File: config.mk
export PLATFORM = sky130hd
export DESIGN_NAME = ercm_mul_arb
export DESIGN_NICKNAME = d
export VERILOG_FILES = /design/src/rtl/ercm_mul_arb.sv
export SDC_FILE = /design/constraint.sdc
export NUM_CORES = 1
export LEC_CHECK = 0
export BUFFER_PORTS_ARGS = -buffer_cell sky130_fd_sc_hd__buf_2
export CAP_MARGIN = 20
export CORE_ASPECT_RATIO = 1.75
export CORE_UTILIZATION = 45
export DETAILED_ROUTE_END_ITERATION = 12
export GPL_TIMING_DRIVEN = 0
export PLACE_DENSITY = 0.81
export SLEW_MARGIN = 40
export SYNTH_ARGS = -nofsm -noshare
export SYNTH_HDL_FRONTEND = slang
export SYNTH_SLANG_ARGS = --single-unit
File: constraint.sdc
create_clock -name clk -period 2.84 [get_ports clk]
set_input_delay 0.426 -clock clk [delete_from_list [all_inputs] [get_ports clk]]
set_output_delay 0.426 -clock clk [all_outputs]
set_load 0.05 [all_outputs]
File: src/rtl/ercm_mul_arb.sv
// Round-robin arbiter sharing one approximate 8x8 multiplier among four requesters.
// Latency 2 cycles accept->rsp_vld; rsp_rdy low stalls the pipe, req_rdy drops once both stages are full.
module ercm_mul_arb #(
    parameter int NREQ  = 4,
    parameter int IDW   = 2,
    parameter int MASKW = 7,
    parameter int CNTW  = 16
) (
    input  logic              clk,
    input  logic              rst,
    input  logic [NREQ-1:0]   req_vld,
    input  logic [8*NREQ-1:0] req_a,
    input  logic [8*NREQ-1:0] req_b,
    output logic [NREQ-1:0]   req_rdy,
    input  logic              cfg_we,
    input  logic [IDW-1:0]    cfg_id,
    input  logic [MASKW-1:0]  cfg_mask,
    output logic [7:0]        mul_a,
    output logic [7:0]        mul_b,
    output logic [MASKW-1:0]  mul_mask,
    input  logic [15:0]       mul_p,
    output logic              rsp_vld,
    input  logic              rsp_rdy,
    output logic [15:0]       rsp_dat,
    output logic [IDW-1:0]    rsp_id,
    output logic              busy,
    output logic [CNTW-1:0]   rsp_cnt
);

    logic [IDW-1:0]   ptr;
    logic [IDW-1:0]   win;
    logic [IDW-1:0]   idx;
    logic             win_vld;
    logic             s1_vld;
    logic [IDW-1:0]   s1_id;
    logic             s1_go;
    logic             s2_go;
    logic             accept;
    logic [MASKW-1:0] mask_reg [NREQ];

    assign s2_go  = ~rsp_vld | rsp_rdy;
    assign s1_go  = ~s1_vld | s2_go;
    assign accept = win_vld & s1_go & ~rst;
    assign busy   = s1_vld | rsp_vld;

    // First requester at or after the pointer wins, wrapping past the top index.
    always_comb begin
        win     = '0;
        win_vld = 1'b0;
        idx     = '0;
        for (int i = 0; i < NREQ; i++) begin
            idx = ptr + IDW'(i);
            if (!win_vld && req_vld[idx]) begin
                win     = idx;
                win_vld = 1'b1;
            end
        end
    end

    always_comb begin
        req_rdy = '0;
        if (win_vld) req_rdy[win] = s1_go & ~rst;
    end

    // Mask is read before this cycle's write lands, so an accept sees the old value.
    always_ff @(posedge clk or posedge rst) begin
        if (rst) begin
            for (int i = 0; i < NREQ; i++) mask_reg[i] <= '0;
        end else if (cfg_we) begin
            mask_reg[cfg_id] <= cfg_mask;
        end
    end

    always_ff @(posedge clk or posedge rst) begin
        if (rst) begin
            ptr      <= '0;
            s1_vld   <= 1'b0;
            s1_id    <= '0;
            mul_a    <= '0;
            mul_b    <= '0;
            mul_mask <= '0;
            rsp_vld  <= 1'b0;
            rsp_dat  <= '0;
            rsp_id   <= '0;
            rsp_cnt  <= '0;
        end else begin
            if (accept) begin
                ptr      <= win + IDW'(1);
                mul_a    <= req_a[8*win +: 8];
                mul_b    <= req_b[8*win +: 8];
                mul_mask <= mask_reg[win];
                s1_id    <= win;
            end
            if (s1_go) s1_vld <= accept;
            if (s2_go) begin
                rsp_vld <= s1_vld;
                if (s1_vld) begin
                    rsp_dat <= mul_p;
                    rsp_id  <= s1_id;
                end
            end
            if (rsp_vld && rsp_rdy) rsp_cnt <= rsp_cnt + CNTW'(1);
        end
    end

endmodule

-- Word level (Yosys, flattened, before mapping)
Cells that the tools add are included.
- bits in registers: 91
- input port bits: 97
- output and inout port bits: 63
- add/subtract/negate cells: 5
- $lt $le $gt $ge: 9
- shifts and indexed selects: 2
- multiplexer cells: 25
- bitwise gates (word level): 12
- reduce and logical (&&, ||, !) cells: 10
- operators by type and width (cell ; number):
    $shiftx A32 B6 Y8 ; 2
    $bwmux W28 ; 1
    $mux W7 ; 3
    $add A16 B1 Y16 const B ; 1
    $lt A2 B3 Y1 const B ; 5
    $bmux W7 S2 ; 1
    $demux W7 S2 ; 1
    $mux W1 ; 9
    $bmux W1 S2 ; 4
    $mux W2 ; 4
    $ge A3 B3 Y1 const B ; 2
    $logic_and A1 B1 Y1 ; 6
    $not A2 Y3 ; 2
    $add A2 B1 Y2 const B ; 2
    $add A2 B2 Y2 const B ; 2
    $and A4 B4 Y4 ; 1
    $mux W4 ; 1
    $and A1 B1 Y1 ; 3
    $logic_not A1 Y1 ; 3
    $lt A3 B1 Y1 const B ; 1
    $not A1 Y1 ; 3
    $or A1 B1 Y1 ; 3
    $demux W1 S2 ; 1
    $ge A2 B1 Y1 const B ; 1
    $reduce_and A2 Y1 ; 1

-- Depth between registers and ports, before layout
Gate-level depths: netlist of the first run.
- depth in word-level cells: 18
- mapped depth: 8
- depth with buffers taken out: 5

-- Least setup slack after synthesis of the first run
Ideal clock, no wire load.
- path kind: input -> output
- start: input port req_vld[0]
- end: output port req_rdy[3]
- arrival: 2.399 ns
- required time: 2.414 ns
- slack: 0.015 ns
- cell stages on the path: 6
- path through: buf_6 > nor2b_2 > nor4_4 > buf_2 > nor2_1 > nor3_1
- cells in the longest elaborated chain, start to end: 18
- RTL lines (what ; RTL line ; RTL):
    start: declaration ; 11 ; input logic [NREQ-1:0] req_vld,
    $bmux W1 S2 ; 53 ; if (!win_vld && req_vld[idx]) begin
    $mux W1 (implied by the code) ; 53 ;
    $mux W1 ; 53 ;
    $logic_not A1 Y1 ; 53 ;
    $logic_and A1 B1 Y1 ; 53 ;
    $mux W1 ; 53 ;
    $logic_not A1 Y1 ; 53 ;
    $logic_and A1 B1 Y1 ; 53 ;
    [2 not listed] ; n/a ;
    $logic_and A1 B1 Y1 ; 53 ;
    $mux W2 ; 53 ;
    $lt A2 B3 Y1 (implied by the code) / $ge A2 B1 Y1 (equally long branches) ; 62 ; if (win_vld) req_rdy[win] = s1_go & ~rst;
    $logic_and A1 B1 Y1 (implied by the code) ; 62 ;
    $mux W1 (implied by the code) ; 62 ;
    $demux W1 S2 ; 62 ;
    $and A4 B4 Y4 (no source line) ; n/a ;
    $mux W4 (*) ; 62 ;
    end: declaration ; 14 ; output logic [NREQ-1:0] req_rdy,
Every way passes the cells marked *; elsewhere a longest branch is shown, timed or not. The select of a mux whose other input is x is not followed.

-- Final worst setup path of the first run
- start: register ptr[1]
- end: output port req_rdy[3]
- cells in the longest elaborated chain, start to end: 18
- RTL lines (what ; RTL line ; RTL):
    start: declaration ; 30 ; logic [IDW-1:0] ptr;
    start signal: assignment ; 88 ; ptr <= win + IDW'(1);
    parallel branches: the longest is 17 deep, another holds $lt A2 B3 Y1 ; n/a ;
    $mux W4 (*) ; 62 ;
Mark *: on every way between the ends. The select of a mux whose other input is x is not followed.

==> run summary, run 1 <==
Status: finished clean
Routed Antenna Nets: 0
Synth top area cells: dfrtp_1 (50%), mux2_2 (12%), a221oi_1 (4.5%)
Die Y: 134.6 um
Netlist Area Pre-Place: 4519 um^2
CP Class: flip-flop to output port
Final Instance Count excl. Fillers: 699
Starting Density: 46.17%
Total global routing overflow: 0
Global-route wire length before repair: 20.34 mm
Startpoint Class: flip-flop
Die W: 77.76 um
Worst-path maximum fanout: 10
Sw frac: 42.31%
Min Hold Slack: 0.1173 ns
Final hold violations: 0
Total track usage: 24.91%
Clock tree root driver cell: clkbuf_16
Leak: 2.735 nW
Worst ir drop on vdd: 0.4012 mV
FF-to-FF path depth: 6
DR DRC count: 0
Count of different cell masters after synthesis: 43
RSZ-0062 raised after global routing: no
Register area share after synthesis: 50.39%
Worst EP arrival: 2.29 ns
Crit path required time: 2.41 ns
Clock tree buffer depth: 2
Vias in the first global route: 4166
Synth area leader: dfrtp_1
Core area: 9789 um^2
H-tree depth: 3
DR iter-0 viols: 200
TritonCTS clock tree: built
Internal power: 2.812 mW
Final period util: 95.78%
Endpoint class of the critical path: output port
Worst reg2reg startpoint: ptr[0]$_DFFE_PP0P_
Maximum clock rate: 367.6 MHz
Share of cells above drive strength 1: 47.04%
Seq pwr share: 36.5%
R2r setup slk: 0.64 ns
# rows: 48
Final Setup Violations: 0
Fin crit period: 2.720 ns
Max FFs per register: 28
Post-synthesis area per instance: 11.27 um^2
Power Dens Cells: 844.5 nW/um^2
# nets final: 667
Cells after Synth: 401
DRT Wirelength: 12.55 mm
Clock power frac: 22.3%
HP Class: input pin to async pin
Number of buffers created by CTS: 9
Worst Skew: 0.006849 ns
Pin count of the biggest net entering global routing: 51
Cell total after placement: 684
PortBufs: 157
# diodes: 0
Syn. warnings: 0
Antenna violations before repair: 0
MaxCap Viol Count: 0
CTS clk-pin slew, worst paths: 0.07 ns
Register bit total from synthesis: 91
Relative slew slack: 51.97%
Via count: 4010
Post-synth net total: 499
Worst-Margin Slew: 0.7173 ns
Die footprint: 10460 um^2
Detailed Routing Iterations Pass 1: 5
Ys async rst share: 100.0%
Pins Over Slew Limit: 0
Net switching power figure: 2.062 mW
EDFF count, synth: 0
Area delta synth->final: 27.71%
Combinational fraction of design power: 41.2%
Total Power: 4.874 mW
R2r endpoint: mul_a[2]$_DFFE_PP0P_
Gpl congestion: 0.8596
HPWL after DPL: 9.291 mm
Clock Sinks: 91
Via/cell ratio: 5.737
Clk Latency, worst-skew pair: 0.33 ns
Synth top area share: 50.39%
Ports: 160
Routed len/inst: 17.96 um
Post-synth top flop: dfrtp_1
-- power by group through the flow --
stage / Clock (mW) / Combinational (mW) / Sequential (mW)
after CTS: 1.12 / 2.01 / 1.78
after detailed placement: 0 / 2.00 / 1.80
after floorplan: 0 / 0.794 / 2.46
after global routing: 1.16 / 2.13 / 1.82
final: 1.09 / 2.01 / 1.78
after global placement: 0 / 1.95 / 1.78
-- worst max-delay path, stage by stage, from the launching register on --
cell and delay, ns:
dfrtp_1 0.43, buf_4 0.19, a21o_1 0.15, a21boi_0 0.29, o22ai_2 0.18, buf_2 0.25, nor3_1 0.20, clkbuf_4 0.27
-- cell type report --
class	instances	area, um^2
Fill cell	837	4018
Inverter	4	20.02
Buffer	25	167.7
Clock inverter	6	41.29
Sequential cell	91	2277
Timing Repair Buffer	158	815.8
Clock buffer	10	229.0
Multi-Input combinational cell	280	2064
Tap cell	125	156.4
-- cell usage after synthesis, types with 2 or more instances --
master and number:
mux2_2 47, a211oi_2 2, inv_1 4, o22ai_1 2
xnor2_1 13, a21o_1 26, buf_4 3, and2_1 2
nand2b_1 5, nand3_1 9, or2_2 2, nand2_1 11
buf_12 2, a221oi_1 23, nand3b_1 2, buf_6 2
xor2_1 2, o21ai_0 27, dfrtp_1 91, a21oi_1 25
clkbuf_1 9, nor3_1 5, nor2_1 35, nor2b_1 4
buf_2 9, nand4_1 3, nand3_2 20
-- how the worst max path moves through the flow --
stage,from,to,slack [ns],depth (start not counted)
after floorplan,req_vld[0],req_rdy[3],0.01,6
after global placement,rst,mul_mask[3]$_DFFE_PP0P_,-0.96,2
after detailed placement,req_vld[3],req_rdy[0],0.12,8
after CTS,ptr[0]$_DFFE_PP0P_,req_rdy[0],0.02,6
after global routing,ptr[1]$_DFFE_PP0P_,req_rdy[3],0.01,7
final,ptr[1]$_DFFE_PP0P_,req_rdy[3],0.12,7
-- metrics by stage --
| step | utilization [%] | setup slack, ns | setup TNS, ns | area [um^2] |
|---|---|---|---|---|
| finish | 58.96 | 0.1197 | 0 | 5772 |
| global placement | 55.79 | -0.9624 | -87.17 | 5461 |
| CTS | 58.86 | 0.02471 | 0 | 5762 |
| floorplan | - | 0.01489 | 0 | 4519 |
| detailed placement | 56.12 | 0.1244 | 0 | 5494 |
| global route | 58.96 | 0.009901 | 0 | 5772 |
-- kinds of logic after synthesis --
family,synth area share (%)
AO/OA/AOI/OAI,16.64
AND/OR/NAND/NOR,14.01
flip-flops,50.39
multiplexers,11.71
buffers and inverters,4.069
XOR/XNOR,2.907
adder cells (fa/ha/maj),0.2768
-- per-layer routing --
metal / track usage (%) / vias to the layer above / part of all wire [%]
met5: 0 / - / 0
met4: 12.68 / 0 / 3.2
met3: 3.514 / 33 / 5.7
met2: 43.66 / 193 / 54
met1: 29.43 / 1982 / 37
li1: - / 1802 / -
-- layout by cell type, fill, tap and decap left out, types with 2 or more instances in the layout --
master,n
xor2_1,2
clkbuf_2,3
inv_6,2
nor2b_1,4
nand2b_1,5
xnor2_1,13
nand3_2,20
nor3_1,5
buf_4,3
nand3b_1,2
nand4_1,3
a21o_1,26
buf_2,165
buf_12,2
and2_1,2
or2_2,2
dfrtp_1,91
nand2_1,11
clkinv_4,2
clkbuf_16,9
buf_6,2
nand3_1,9
a211oi_2,2
a21oi_1,25
nor2_1,35
inv_1,3
mux2_2,47
a221oi_1,23
clkbuf_1,7
clkinv_2,3
o21ai_0,27
-- what timing repair did --
action / in CTS / in global routing
pin swaps: 0 / 1
buffers inserted: 0 / 0
gates resized for setup: 1 / 4
endpoints found under the setup margin: 2 / 2
hold buffers: 0 / 0
No activity file was read; power rests on OpenSTA's default activity.
==> run 2: changes to the inputs <==
Settings changed: CORE_UTILIZATION 45 to 40, PLACE_DENSITY 0.81 to 0.74.
==> run summary, run 2 (synthesis results as in run 1) <==
Hold buffers post-CTS: 0 (unchanged)
Area delta synth->final: 28.32% (was 27.71%)
Die footprint: 11740 um^2 (was 10460 um^2)
Startpoint Class: flip-flop (unchanged)
HPWL after DPL: 9.012 mm (was 9.291 mm)
Final hold violations: 0 (unchanged)
DR DRC count: 0 (unchanged)
Critical path's top delay family: buffers and inverters (unchanged)
Relative slew slack: 51.08% (was 51.97%)
Design area: 5799 um^2 (was 5772 um^2)
CP Class: flip-flop to output port (unchanged)
Leak: 2.735 nW (about the same)
Clock tree buffer depth: 2 (unchanged)
Final Setup Violations: 0 (unchanged)
DRT Wirelength: 11.88 mm (was 12.55 mm)
Die Y: 142.6 um (was 134.6 um)
Status: finished clean (unchanged)
TritonCTS clock tree: built (unchanged)
Reg area: 2277 um^2 (unchanged)
Detailed Routing Iterations Pass 1: 4 (was 5)
Post-DP Area: 5503 um^2 (was 5494 um^2)
R2r endpoint: mul_a[1]$_DFFE_PP0P_ (was mul_a[2]$_DFFE_PP0P_)
Ports: 160 (unchanged)
# diodes: 0 (unchanged)
Routed Antenna Nets: 0 (unchanged)
RSZ-0062 raised after global routing: no (unchanged)
Crit path required time: 2.41 ns (about the same)
Die W: 82.35 um (was 77.76 um)
Endpoint class of the critical path: output port (unchanged)
R2r setup slk: 0.77 ns (was 0.64 ns)
Total global routing overflow: 0 (unchanged)
Final period util: 95.90% (was 95.78%)
Fin crit period: 2.724 ns (was 2.720 ns)
Final Instance Count excl. Fillers: 704 (was 699)
Power Dens Cells: 850.9 nW/um^2 (was 844.5 nW/um^2)
Multi-input logic area: 2069 um^2 (was 2064 um^2)
Worst path slowest cell: dfrtp_1 (unchanged)
Via/cell ratio: 5.426 (was 5.737)
Most common library cell in the layout ignoring fill and taps: buf_2 (unchanged)
Fillcell total: 987 (was 837)
Cells along the critical path: nor2b_1, a211oi_2, clkbuf_2, nor2_1, nor3_2, buf_4 (was buf_4, a21o_1, a21boi_0, o22ai_2, buf_2, nor3_1, clkbuf_4)
WP buf/inv: 2 (was 3)
Antenna violations before repair: 0 (unchanged)
Starting Density: 40.94% (was 46.17%)
Setup Fix Bufs, Post-CTS: 0 (unchanged)
Worst reg2reg startpoint: ptr[1]$_DFFE_PP0P_ (was ptr[0]$_DFFE_PP0P_)
H-tree depth: 3 (unchanged)
# rows: 51 (was 48)
Vias in the first global route: 3824 (was 4166)
Worst EP arrival: 2.30 ns (was 2.29 ns)
Post-Route Utilization: 52.53% (was 58.96%)
Clock Sinks: 91 (unchanged)
Core area: 11040 um^2 (was 9789 um^2)
Routed len/inst: 16.88 um (was 17.96 um)
Worst-path maximum fanout: 10 (unchanged)
Number of buffers created by CTS: 9 (unchanged)
Worst Skew: 0.009274 ns (was 0.006849 ns)
Most frequent cells in the layout: buf_2 (165), dfrtp_1 (91), mux2_2 (47) (unchanged)
Share of cells above drive strength 1: 46.85% (was 47.04%)
Clock tree root driver cell: clkbuf_16 (unchanged)
Worst-Margin Slew: 0.7306 ns (was 0.7173 ns)
Critical path depth: 6 (was 7)
CTS clk-pin slew, worst paths: 0.06 ns (was 0.07 ns)
Gpl congestion: 0.8287 (was 0.8596)
Max FFs per register: 28 (unchanged)
# nets final: 667 (unchanged)
Total track usage: 20.72% (was 24.91%)
Pins Over Slew Limit: 0 (unchanged)
Via count: 3820 (was 4010)
Clk Latency, worst-skew pair: 0.34 ns (was 0.33 ns)
FF-to-FF path depth: 7 (was 6)
Delay of the slowest critical-path stage: 0.49 ns (was 0.43 ns)
Worst ir drop on vdd: 0.5882 mV (was 0.4012 mV)
Global-route wire length before repair: 18.33 mm (was 20.34 mm)
Pin count of the biggest net entering global routing: 63 (was 51)
PortBufs: 157 (unchanged)
MaxCap Viol Count: 0 (unchanged)
DR iter-0 viols: 197 (was 200)
HP Class: input pin to async pin (unchanged)
Cell total after placement: 691 (was 684)
Maximum clock rate: 367.2 MHz (was 367.6 MHz)
==> run 2: cell count changes in the layout (fill, tap and decap cells not counted), sizes merged <==
cell and change:
clkinv -5, buf +1, bufinv +1, clkbuf +1, clkinvlp +1, inv -1
==> run 2: layer usage <==
metal,part of all wire [%],GRT usage [%],vias up
li1,-,-,1796
met2,55,38.28,149
met1,38,22.43,1855
met3,5.0,3.131,20
met4,2.0,9.049,0
met5,0,0,-
==> run 2: worst max-delay path by stage <==
stage                             startpoint                       to  slack, ns
after detailed placement          req_vld[2]               req_rdy[3]       0.12
final                     ptr[0]$_DFFE_PP0P_               req_rdy[3]       0.12
after floorplan                   req_vld[0]               req_rdy[3]       0.01
after global routing      ptr[0]$_DFFE_PP0P_               req_rdy[3]       0.01
after CTS                 ptr[1]$_DFFE_PP0P_               req_rdy[3]       0.06
after global placement                   rst  rsp_dat[15]$_DFFE_PP0P_      -0.94
==> run 2: report_power, final <==
group | switching [mW] | total, mW | internal [mW]
clock | 0.469 | 1.17 | 0.697
combinational | 1.36 | 1.99 | 0.632
sequential | 0.190 | 1.78 | 1.59
==> run 2: layout make-up <==
cell class	instances	area share, %
Inverter	4	0.3452
Multi-Input combinational cell	280	35.68
Buffer	25	2.891
Clock inverter	2	0.6472
Clock buffer	12	4.250
Sequential cell	91	39.27
Tap cell	132	2.848
Timing Repair Buffer	158	14.07
==> run 2: timing repair <==
action                     CTS  global route
hold endpoints to repair     0             0
setup endpoints to repair    1             2
resized for setup            3             4
gates cloned                 0             0
==> run 2: worst reg2reg max path: cells and delay by family, from the launching register on <==
| kind | cells | cell delay (ns) |
|---|---|---|
| AO/OA/AOI/OAI | 4 | 0.76 |
| buffers and inverters | 3 | 0.80 |
| flip-flops | 1 | 0.43 |
==> run 2: metrics by stage <==
| stage | power, mW | setup TNS [ns] | setup WS (ns) | hold WS [ns] |
|---|---|---|---|---|
| after floorplan | 3.257 | 0 | 0.01489 | 0.4455 |
| after global placement | 3.728 | -84.93 | -0.9423 | 0.4686 |
| after detailed placement | 3.792 | 0 | 0.1182 | 0.4329 |
| after CTS | 4.981 | 0 | 0.06151 | 0.06456 |
| after global routing | 5.197 | 0 | 0.009882 | 0.08028 |
| final | 4.935 | 0 | 0.1164 | 0.06123 |
